`config.mk`:
```
export PLATFORM = sky130hd
export DESIGN_NAME = rx_data_buffer_flat
export DESIGN_NICKNAME = d
export VERILOG_FILES = /design/src/rtl/rx_data_buffer_pkg.sv /design/src/rtl/rx_data_buffer_if.sv /design/src/rtl/rx_data_buffer_fifo.sv /design/src/rtl/rx_data_buffer.sv /design/src/flat_wrapper.sv
export SDC_FILE = /design/constraint.sdc
export NUM_CORES = 1
export LEC_CHECK = 0
export BUFFER_PORTS_ARGS = -buffer_cell sky130_fd_sc_hd__buf_2
export CAP_MARGIN = 20
export CORE_ASPECT_RATIO = 1.2
export CORE_MARGIN = 4
export CORE_UTILIZATION = 42
export CTS_CLUSTER_SIZE = 8
export DETAILED_ROUTE_END_ITERATION = 10
export SLEW_MARGIN = 30
export SYNTH_ARGS = -nofsm -noshare
export SYNTH_HDL_FRONTEND = slang
export SYNTH_HIERARCHICAL = 1
export SYNTH_SLANG_ARGS = --single-unit
```
`constraint.sdc`:
```
create_clock -name clk_i -period 2.1 [get_ports clk_i]
set_clock_uncertainty 0.2 [all_clocks]
set_input_delay 0.21 -clock clk_i [delete_from_list [all_inputs] [get_ports clk_i]]
set_output_delay 0.21 -clock clk_i [all_outputs]
set_load 0.05 [all_outputs]
```
`src/rtl/rx_data_buffer_pkg.sv`:
```
`default_nettype none
// ============================================================================
// Package : uart_rx_pkg
// Shared types and constants for the RX data buffer.
// Revision: 1.0
// ============================================================================
package uart_rx_pkg;

    localparam int RX_DEFAULT_SIZE = 8;

    typedef enum logic [1:0] {
        IDLE    = 2'd0,
        COLLECT = 2'd1,
        COMMIT  = 2'd2
    } rx_state_t;

    typedef struct packed {
`ifdef UART_RX_PARITY_EN
        logic                       perr;
`endif
        logic                       ferr;
        logic [RX_DEFAULT_SIZE-1:0] data;
    } rx_entry_t;

endpackage
`default_nettype wire

```
`src/rtl/rx_data_buffer_if.sv`:
```
`default_nettype none
// ============================================================================
// Interface : rx_data_buffer_if
// Serial-side inputs and host-side FIFO outputs of the RX data buffer.
// Revision: 1.0
// ============================================================================
interface rx_data_buffer_if #(
    parameter int SIZE  = 8,
    parameter int DEPTH = 4
);
    logic                     rxd;
    logic                     rxc_tick;
    logic                     rxen;
    logic                     rxrdy;
    logic                     frame_error;
    logic                     data_read;
    logic                     clr_err;
    logic [SIZE-1:0]          data_out;
    logic                     data_valid;
    logic                     ferr_out;
    logic                     overrun;
    logic [$clog2(DEPTH):0]   count;
`ifdef UART_RX_PARITY_EN
    logic                     perr;
`endif

    modport master (
        output rxd, rxc_tick, rxen, rxrdy, frame_error, data_read, clr_err,
        input  data_out, data_valid, ferr_out, overrun, count
`ifdef UART_RX_PARITY_EN
        , input perr
`endif
    );

    modport slave (
        input  rxd, rxc_tick, rxen, rxrdy, frame_error, data_read, clr_err,
        output data_out, data_valid, ferr_out, overrun, count
`ifdef UART_RX_PARITY_EN
        , output perr
`endif
    );
endinterface
`default_nettype wire

```
`src/rtl/rx_data_buffer_fifo.sv`:
```
`default_nettype none
// ============================================================================
// Module  : rx_sync_fifo
// Show-ahead synchronous FIFO with extra-MSB pointers.
// Revision: 1.0
// ============================================================================
module rx_sync_fifo #(
    parameter int WIDTH = 9,
    parameter int DEPTH = 4
) (
    input  logic                   clk_i,
    input  logic                   rst_i,
    input  logic                   push_i,
    input  logic                   pop_i,
    input  logic [WIDTH-1:0]       wdata_i,
    output logic [WIDTH-1:0]       rdata_o,
    output logic                   full_o,
    output logic                   empty_o,
    output logic [$clog2(DEPTH):0] count_o
);
    localparam int AW = $clog2(DEPTH);

    logic [WIDTH-1:0] mem_q [DEPTH];
    logic [AW:0]      wptr_q;
    logic [AW:0]      rptr_q;
    logic             w_pop;
    logic             w_push;

    assign empty_o = (wptr_q == rptr_q);
    assign full_o  = (wptr_q[AW] != rptr_q[AW]) && (wptr_q[AW-1:0] == rptr_q[AW-1:0]);
    assign count_o = wptr_q - rptr_q;
    assign rdata_o = mem_q[rptr_q[AW-1:0]];

    // A pop frees the head slot in the same cycle, so a full FIFO may still accept a push.
    assign w_pop  = pop_i & ~empty_o;
    assign w_push = push_i & (~full_o | w_pop);

    always_ff @(posedge clk_i) begin
        if (rst_i) begin
            wptr_q <= '0;
            rptr_q <= '0;
        end else begin
            if (w_push) wptr_q <= wptr_q + 1'b1;
            if (w_pop)  rptr_q <= rptr_q + 1'b1;
        end
    end

    always_ff @(posedge clk_i) begin
        if (w_push) mem_q[wptr_q[AW-1:0]] <= wdata_i;
    end
endmodule
`default_nettype wire

```
`src/rtl/rx_data_buffer.sv`:
```
`default_nettype none
// ============================================================================
// Module  : rx_data_buffer
// Assembles LSB-first serial bits into words and queues them with error flags.
// Optional parity checking: define UART_RX_PARITY_EN.
// Revision: 1.0
// ============================================================================
module rx_data_buffer
    import uart_rx_pkg::*;
#(
    parameter int SIZE  = RX_DEFAULT_SIZE,
    parameter int DEPTH = 4
`ifdef UART_RX_PARITY_EN
    ,
    parameter bit PARITY_ODD = 1'b0
`endif
) (
    input  logic            clk_i,
    input  logic            rst_i,
    rx_data_buffer_if.slave bus
);
`ifdef UART_RX_PARITY_EN
    localparam int NBITS = SIZE + 1;
`else
    localparam int NBITS = SIZE;
`endif
    localparam int CW = $clog2(NBITS + 2);
    localparam int AW = $clog2(DEPTH);
    localparam logic [CW-1:0] c_CNT_FULL = CW'(NBITS);
    localparam logic [CW-1:0] c_CNT_SAT  = CW'(NBITS + 1);

    typedef struct packed {
`ifdef UART_RX_PARITY_EN
        logic            perr;
`endif
        logic            ferr;
        logic [SIZE-1:0] data;
    } entry_t;

    rx_state_t        state_q, state_d;
    logic [NBITS-1:0] shift_q, shift_d;
    logic [CW-1:0]    bitcnt_q, bitcnt_d;
    logic             rxrdy_q;
    logic             fe_q;
    logic             overrun_q;
    logic             w_commit_ev;
    logic             w_push;
    logic             w_full;
    logic             w_empty;
    logic             w_drop;
    logic [AW:0]      w_count;
    entry_t           w_wentry;
    entry_t           w_rentry;

    assign w_commit_ev = bus.rxrdy & ~rxrdy_q;
    assign w_drop      = w_push & w_full & ~bus.data_read;

    always_ff @(posedge clk_i) begin
        if (rst_i) state_q <= IDLE;
        else       state_q <= state_d;
    end

    always_comb begin
        state_d = state_q;
        case (state_q)
            IDLE:    if (bus.rxen) state_d = COLLECT;
            COLLECT: if (w_commit_ev) state_d = COMMIT;
            COMMIT:  state_d = IDLE;
            default: state_d = IDLE;
        endcase
    end

    always_comb begin
        shift_d  = shift_q;
        bitcnt_d = bitcnt_q;
        w_push   = 1'b0;
        case (state_q)
            IDLE: if (bus.rxen) bitcnt_d = '0;
            COLLECT: begin
                if (bus.rxen && bus.rxc_tick) begin
                    shift_d = {bus.rxd, shift_q[NBITS-1:1]};
                    if (bitcnt_q != c_CNT_SAT) bitcnt_d = bitcnt_q + 1'b1;
                end
            end
            COMMIT:  w_push = 1'b1;
            default: w_push = 1'b0;
        endcase
    end

    // Frame error is only guaranteed valid on the RXRDY rising edge, so hold it for COMMIT.
    always_ff @(posedge clk_i) begin
        if (rst_i) begin
            shift_q   <= '0;
            bitcnt_q  <= '0;
            rxrdy_q   <= 1'b0;
            fe_q      <= 1'b0;
            overrun_q <= 1'b0;
        end else begin
            shift_q  <= shift_d;
            bitcnt_q <= bitcnt_d;
            rxrdy_q  <= bus.rxrdy;
            if (w_commit_ev) fe_q <= bus.frame_error;
            if (w_drop)            overrun_q <= 1'b1;
            else if (bus.clr_err)  overrun_q <= 1'b0;
        end
    end

    always_comb begin
        w_wentry      = '0;
        w_wentry.data = shift_q[SIZE-1:0];
        w_wentry.ferr = fe_q | (bitcnt_q != c_CNT_FULL);
`ifdef UART_RX_PARITY_EN
        w_wentry.perr = (^shift_q[SIZE-1:0]) ^ shift_q[SIZE] ^ PARITY_ODD;
`endif
    end

    rx_sync_fifo #(
        .WIDTH ($bits(entry_t)),
        .DEPTH (DEPTH)
    ) u_fifo (
        .clk_i   (clk_i),
        .rst_i   (rst_i),
        .push_i  (w_push),
        .pop_i   (bus.data_read),
        .wdata_i (w_wentry),
        .rdata_o (w_rentry),
        .full_o  (w_full),
        .empty_o (w_empty),
        .count_o (w_count)
    );

    // Stale memory contents are masked so an empty FIFO always presents zeros.
    assign bus.data_out   = w_empty ? '0 : w_rentry.data;
    assign bus.ferr_out   = ~w_empty & w_rentry.ferr;
    assign bus.data_valid = ~w_empty;
    assign bus.overrun    = overrun_q;
    assign bus.count      = w_count;
`ifdef UART_RX_PARITY_EN
    assign bus.perr       = ~w_empty & w_rentry.perr;
`endif
endmodule
`default_nettype wire

```
`src/flat_wrapper.sv`:
```
// flat-port wrapper written by rule: the top's interface ports become plain ports
module rx_data_buffer_flat import uart_rx_pkg::*;
#(
    parameter int SIZE  = RX_DEFAULT_SIZE,
    parameter int DEPTH = 4

)
  (clk_i, rst_i, bus_rxd, bus_rxc_tick, bus_rxen, bus_rxrdy, bus_frame_error, bus_data_read, bus_clr_err, bus_data_out, bus_data_valid, bus_ferr_out, bus_overrun, bus_count);
  rx_data_buffer_if #(.SIZE(SIZE), .DEPTH(DEPTH)) bus_i ();
  input  logic clk_i;
  input  logic rst_i;
  input wire logic [$bits(bus_i.rxd)-1:0] bus_rxd;
  input wire logic [$bits(bus_i.rxc_tick)-1:0] bus_rxc_tick;
  input wire logic [$bits(bus_i.rxen)-1:0] bus_rxen;
  input wire logic [$bits(bus_i.rxrdy)-1:0] bus_rxrdy;
  input wire logic [$bits(bus_i.frame_error)-1:0] bus_frame_error;
  input wire logic [$bits(bus_i.data_read)-1:0] bus_data_read;
  input wire logic [$bits(bus_i.clr_err)-1:0] bus_clr_err;
  output wire logic [$bits(bus_i.data_out)-1:0] bus_data_out;
  output wire logic [$bits(bus_i.data_valid)-1:0] bus_data_valid;
  output wire logic [$bits(bus_i.ferr_out)-1:0] bus_ferr_out;
  output wire logic [$bits(bus_i.overrun)-1:0] bus_overrun;
  output wire logic [$bits(bus_i.count)-1:0] bus_count;
  assign bus_i.rxd = bus_rxd;
  assign bus_i.rxc_tick = bus_rxc_tick;
  assign bus_i.rxen = bus_rxen;
  assign bus_i.rxrdy = bus_rxrdy;
  assign bus_i.frame_error = bus_frame_error;
  assign bus_i.data_read = bus_data_read;
  assign bus_i.clr_err = bus_clr_err;
  assign bus_data_out = bus_i.data_out;
  assign bus_data_valid = bus_i.data_valid;
  assign bus_ferr_out = bus_i.ferr_out;
  assign bus_overrun = bus_i.overrun;
  assign bus_count = bus_i.count;
  rx_data_buffer #(.SIZE(SIZE), .DEPTH(DEPTH)) u_core (.clk_i(clk_i), .rst_i(rst_i), .bus(bus_i));
endmodule
```
==> results.yml <==
outcome:
  status: "complete, no violations"
synthesis:
  syn_nets: 217
  netlist.area_leader.share: 0.4091
  synth_most_common_cell: "edfxtp_1"
  ys_top_cells_by_count: "edfxtp_1, dfxtp_1, nand2_1"
  synthFlopType: "edfxtp_1"
  yosys.cell_types.count: 43
  synth-async-reset-ratio: 0
  yosysTopAreaCell: "edfxtp_1"
  ys_seq_area_frac: 0.5985
  syn_inst: 197
  synth_edf_count: 36
  synthesis.area_um2: 2643
  ys_ff_latch: 61
  yosysWarnings: 6
  synthTopCellsByArea: "edfxtp_1, dfxtp_1, mux4_2"
  syn_area_per_cell_um2: 13.41
sta:
  setup-violations-final: 0
  slew_headroom: 0.6838
  rsz0062_at_grt: "false"
  finalCriticalPeriod_ns: 2.041
  tightest_slew_ns: 0.4743
  slew_viol_final: 0
  fin_crit_sh: 0.9719
  finalHoldViolCount: 0
  max_freq_mhz: 490.0
critical_path:
  startpoint_type: "flip-flop"
  cp-end-kind: "output pin"
  r2r_cells: 6
  reg2reg_to: "u_core/u_fifo/mem_q[1][1]"
  worstSetupPathType: "flip-flop to output pin"
  critPathRequiredTime_ns: 1.69
  cp_max_fo: 4
  rrSetupSlack_ns: 0.14
  rr_startpoint: "u_core/u_fifo/wptr_q[0]"
  worstPathArrival_ns: 1.63
power_and_ir_drop:
  ir_drop_uv: 469.8
  p_leak_nw: 1.305
  finalPower_mw: 3.471
  power_density_nw_per_um2: 995.8
detailed_routing:
  drtIter0Drc: 106
  post_drt_wl_per_cell_um: 14.89
  wl_met2_um: 2581
  final_antenna_net_count: 0
  vias: 1650
  top_layer: "met4"
  drt-total-wl_um: 4928
  first_pass_iters: 4
  wl_met1_um: 2093
  vias_per_cell: 4.985
  wl_met3_um: 186
  drc: 0
grt:
  grt_max_degree: 26
  antenna_found_initial: 0
  grt_usage: 0.1440
  grt_pass1_vias: 1632
  grt_pass1_wl_um: 8017
  gr-total-overflow: 0
placement:
  gp_congestion: 0.7689
  io_buffers: 22
  placed_cell_area_um2: 2908
  dp_hpwl_um: 3172
clock_network:
  clockBufferDepth: 2
  root_buffer: "clkbuf_8"
  clkTransAtPathRegs_ns: 0.07
  insertion_delay_ns: 0.33
  cts.sinks: 61
  cts_tree: "yes"
  h-tree-depth: 3
  cts_buffers: 9
floorplan:
  die_area_um2: 7630
  die_h_um: 94.89
  coreArea_um2: 6090
  row_count: 31
  dieWidth_um: 80.41
  initial_core_util: 0.4339
  io-pin-count: 23
final_layout:
  regArea_um2: 1590
  fillers: 516
  multi_input_area_um2: 1105
  fin_nets: 264
  postLayoutCellArea_um2: 3486
  final_core_util: 0.5724
  antenna_cells: 0
  syn2layout_area_growth_pct: 31.91
  final_layout_size_suffix_gt1_frac: 0.3775
min_path:
  min_path_type: "primary input to flip-flop"
  hold_start: "bus_data_read"
  worstHoldEndpoint: "u_core/u_fifo/rptr_q[2]"
  min_path_cells: 3
run:
  max-cap-violations: 0
## area by class of cell
type | instances | area share
inverter | 11 | 0.01184
clock buffer | 9 | 0.03553
sequential | 61 | 0.4562
multi-input combinational | 119 | 0.3169
tap | 82 | 0.02943
clock inverter | 7 | 0.03482
timing repair buffer | 42 | 0.1152
## worst max-delay path, cell delays in order (launching register included)
cell and delay (ns):
dfxtp_4 0.38, clkbuf_16 0.15, mux4_2 0.49, nor2b_4 0.14
buf_6 0.14
## per-stage QoR
step                      cells  setup TNS, ns  setup WS [ns]  hold WS [ns]
after floorplan             197        -0.7378       -0.08198       0.08161
after global placement      304              0         0.1409        0.2398
after detailed placement    304              0        0.08292        0.2446
after CTS                   329      -0.002328      -0.001985       0.02821
after global routing        331              0       0.004106       0.05626
final                       331              0        0.05911       0.03900
## cells in the final DEF (no fill, tap or decap), types with 2 or more instances in the layout
master	count
ha_1	8
bufinv_16	3
inv_1	7
dlygate4sd3_1	5
and4b_1	2
buf_8	2
buf_12	2
nand3b_1	3
o2111ai_1	2
clkinvlp_4	3
nor2b_1	5
nand4_1	4
o31ai_1	2
nor2_1	7
inv_2	4
nor2b_4	8
mux2_2	2
clkbuf_8	9
buf_6	11
mux4_2	9
edfxtp_1	36
a21oi_1	9
buf_2	10
buf_4	11
dfxtp_1	20
ha_4	2
mux2i_1	3
dfxtp_2	4
nand3_1	5
nand2_1	20
and2_1	4
## per-layer routing
layer | global-route usage | vias to the layer above
li1 | - | 819
met1 | 0.1795 | 796
met2 | 0.2327 | 29
met3 | 0.04294 | 6
met4 | 0.05915 | 0
met5 | 0 | -
## how the worst max path moves through the flow
stage                                 start                         to  slack (ns)  cells past startpoint
floorplan           u_core/u_fifo/wptr_q[0]            bus_data_out[0]       -0.08                      5
global placement    u_core/u_fifo/rptr_q[1]  u_core/u_fifo/mem_q[1][6]        0.14                      5
detailed placement  u_core/u_fifo/rptr_q[1]  u_core/u_fifo/mem_q[1][6]        0.08                      5
CTS                 u_core/u_fifo/rptr_q[1]            bus_data_out[5]      -0.002                      8
global route        u_core/u_fifo/wptr_q[0]               bus_count[2]       0.004                      5
finish                            flip-flop            bus_data_out[4]        0.06                      4
## timing repair
action | CTS | global route
resized for setup | 52 | 15
endpoints found under the setup margin | 12 | 12
hold buffers | 5 | 0
cloned | 1 | 1
hold endpoints to repair | 5 | 0
pin swaps | 4 | 4
setup buffers | 3 | 2
## cells by family (layout without fill, tap and decap cells)
logic type,after synthesis,in the layout,synth area share
AO/OA/AOI/OAI,20,20,0.05209
XOR/XNOR,3,3,0.009945
adder cells (fa/ha/maj),11,11,0.05492
buffers and inverters,17,69,0.02888
flip-flops,61,61,0.5985
multiplexers,16,16,0.1065
AND/OR/NAND/NOR,69,69,0.1491
## power breakdown
part | internal (mW) | switching (mW) | leakage (nW)
combinational | 0.404 | 0.506 | 0.678
sequential | 1.28 | 0.0269 | 0.515
clock | 0.791 | 0.465 | 0.112
total | 2.47 | 0.998 | 1.31
## state kept, by name, indices dropped and copies added (netlist names), 2 cells and up, named ones only
signal / count
u_core/u_fifo/mem_q: 36
u_core/shift_q: 8
u_core/bitcnt_q: 4
u_core/u_fifo/rptr_q: 3
u_core/u_fifo/wptr_q: 3
u_core/state_q: 2
(Power assumes the default switching activity.)
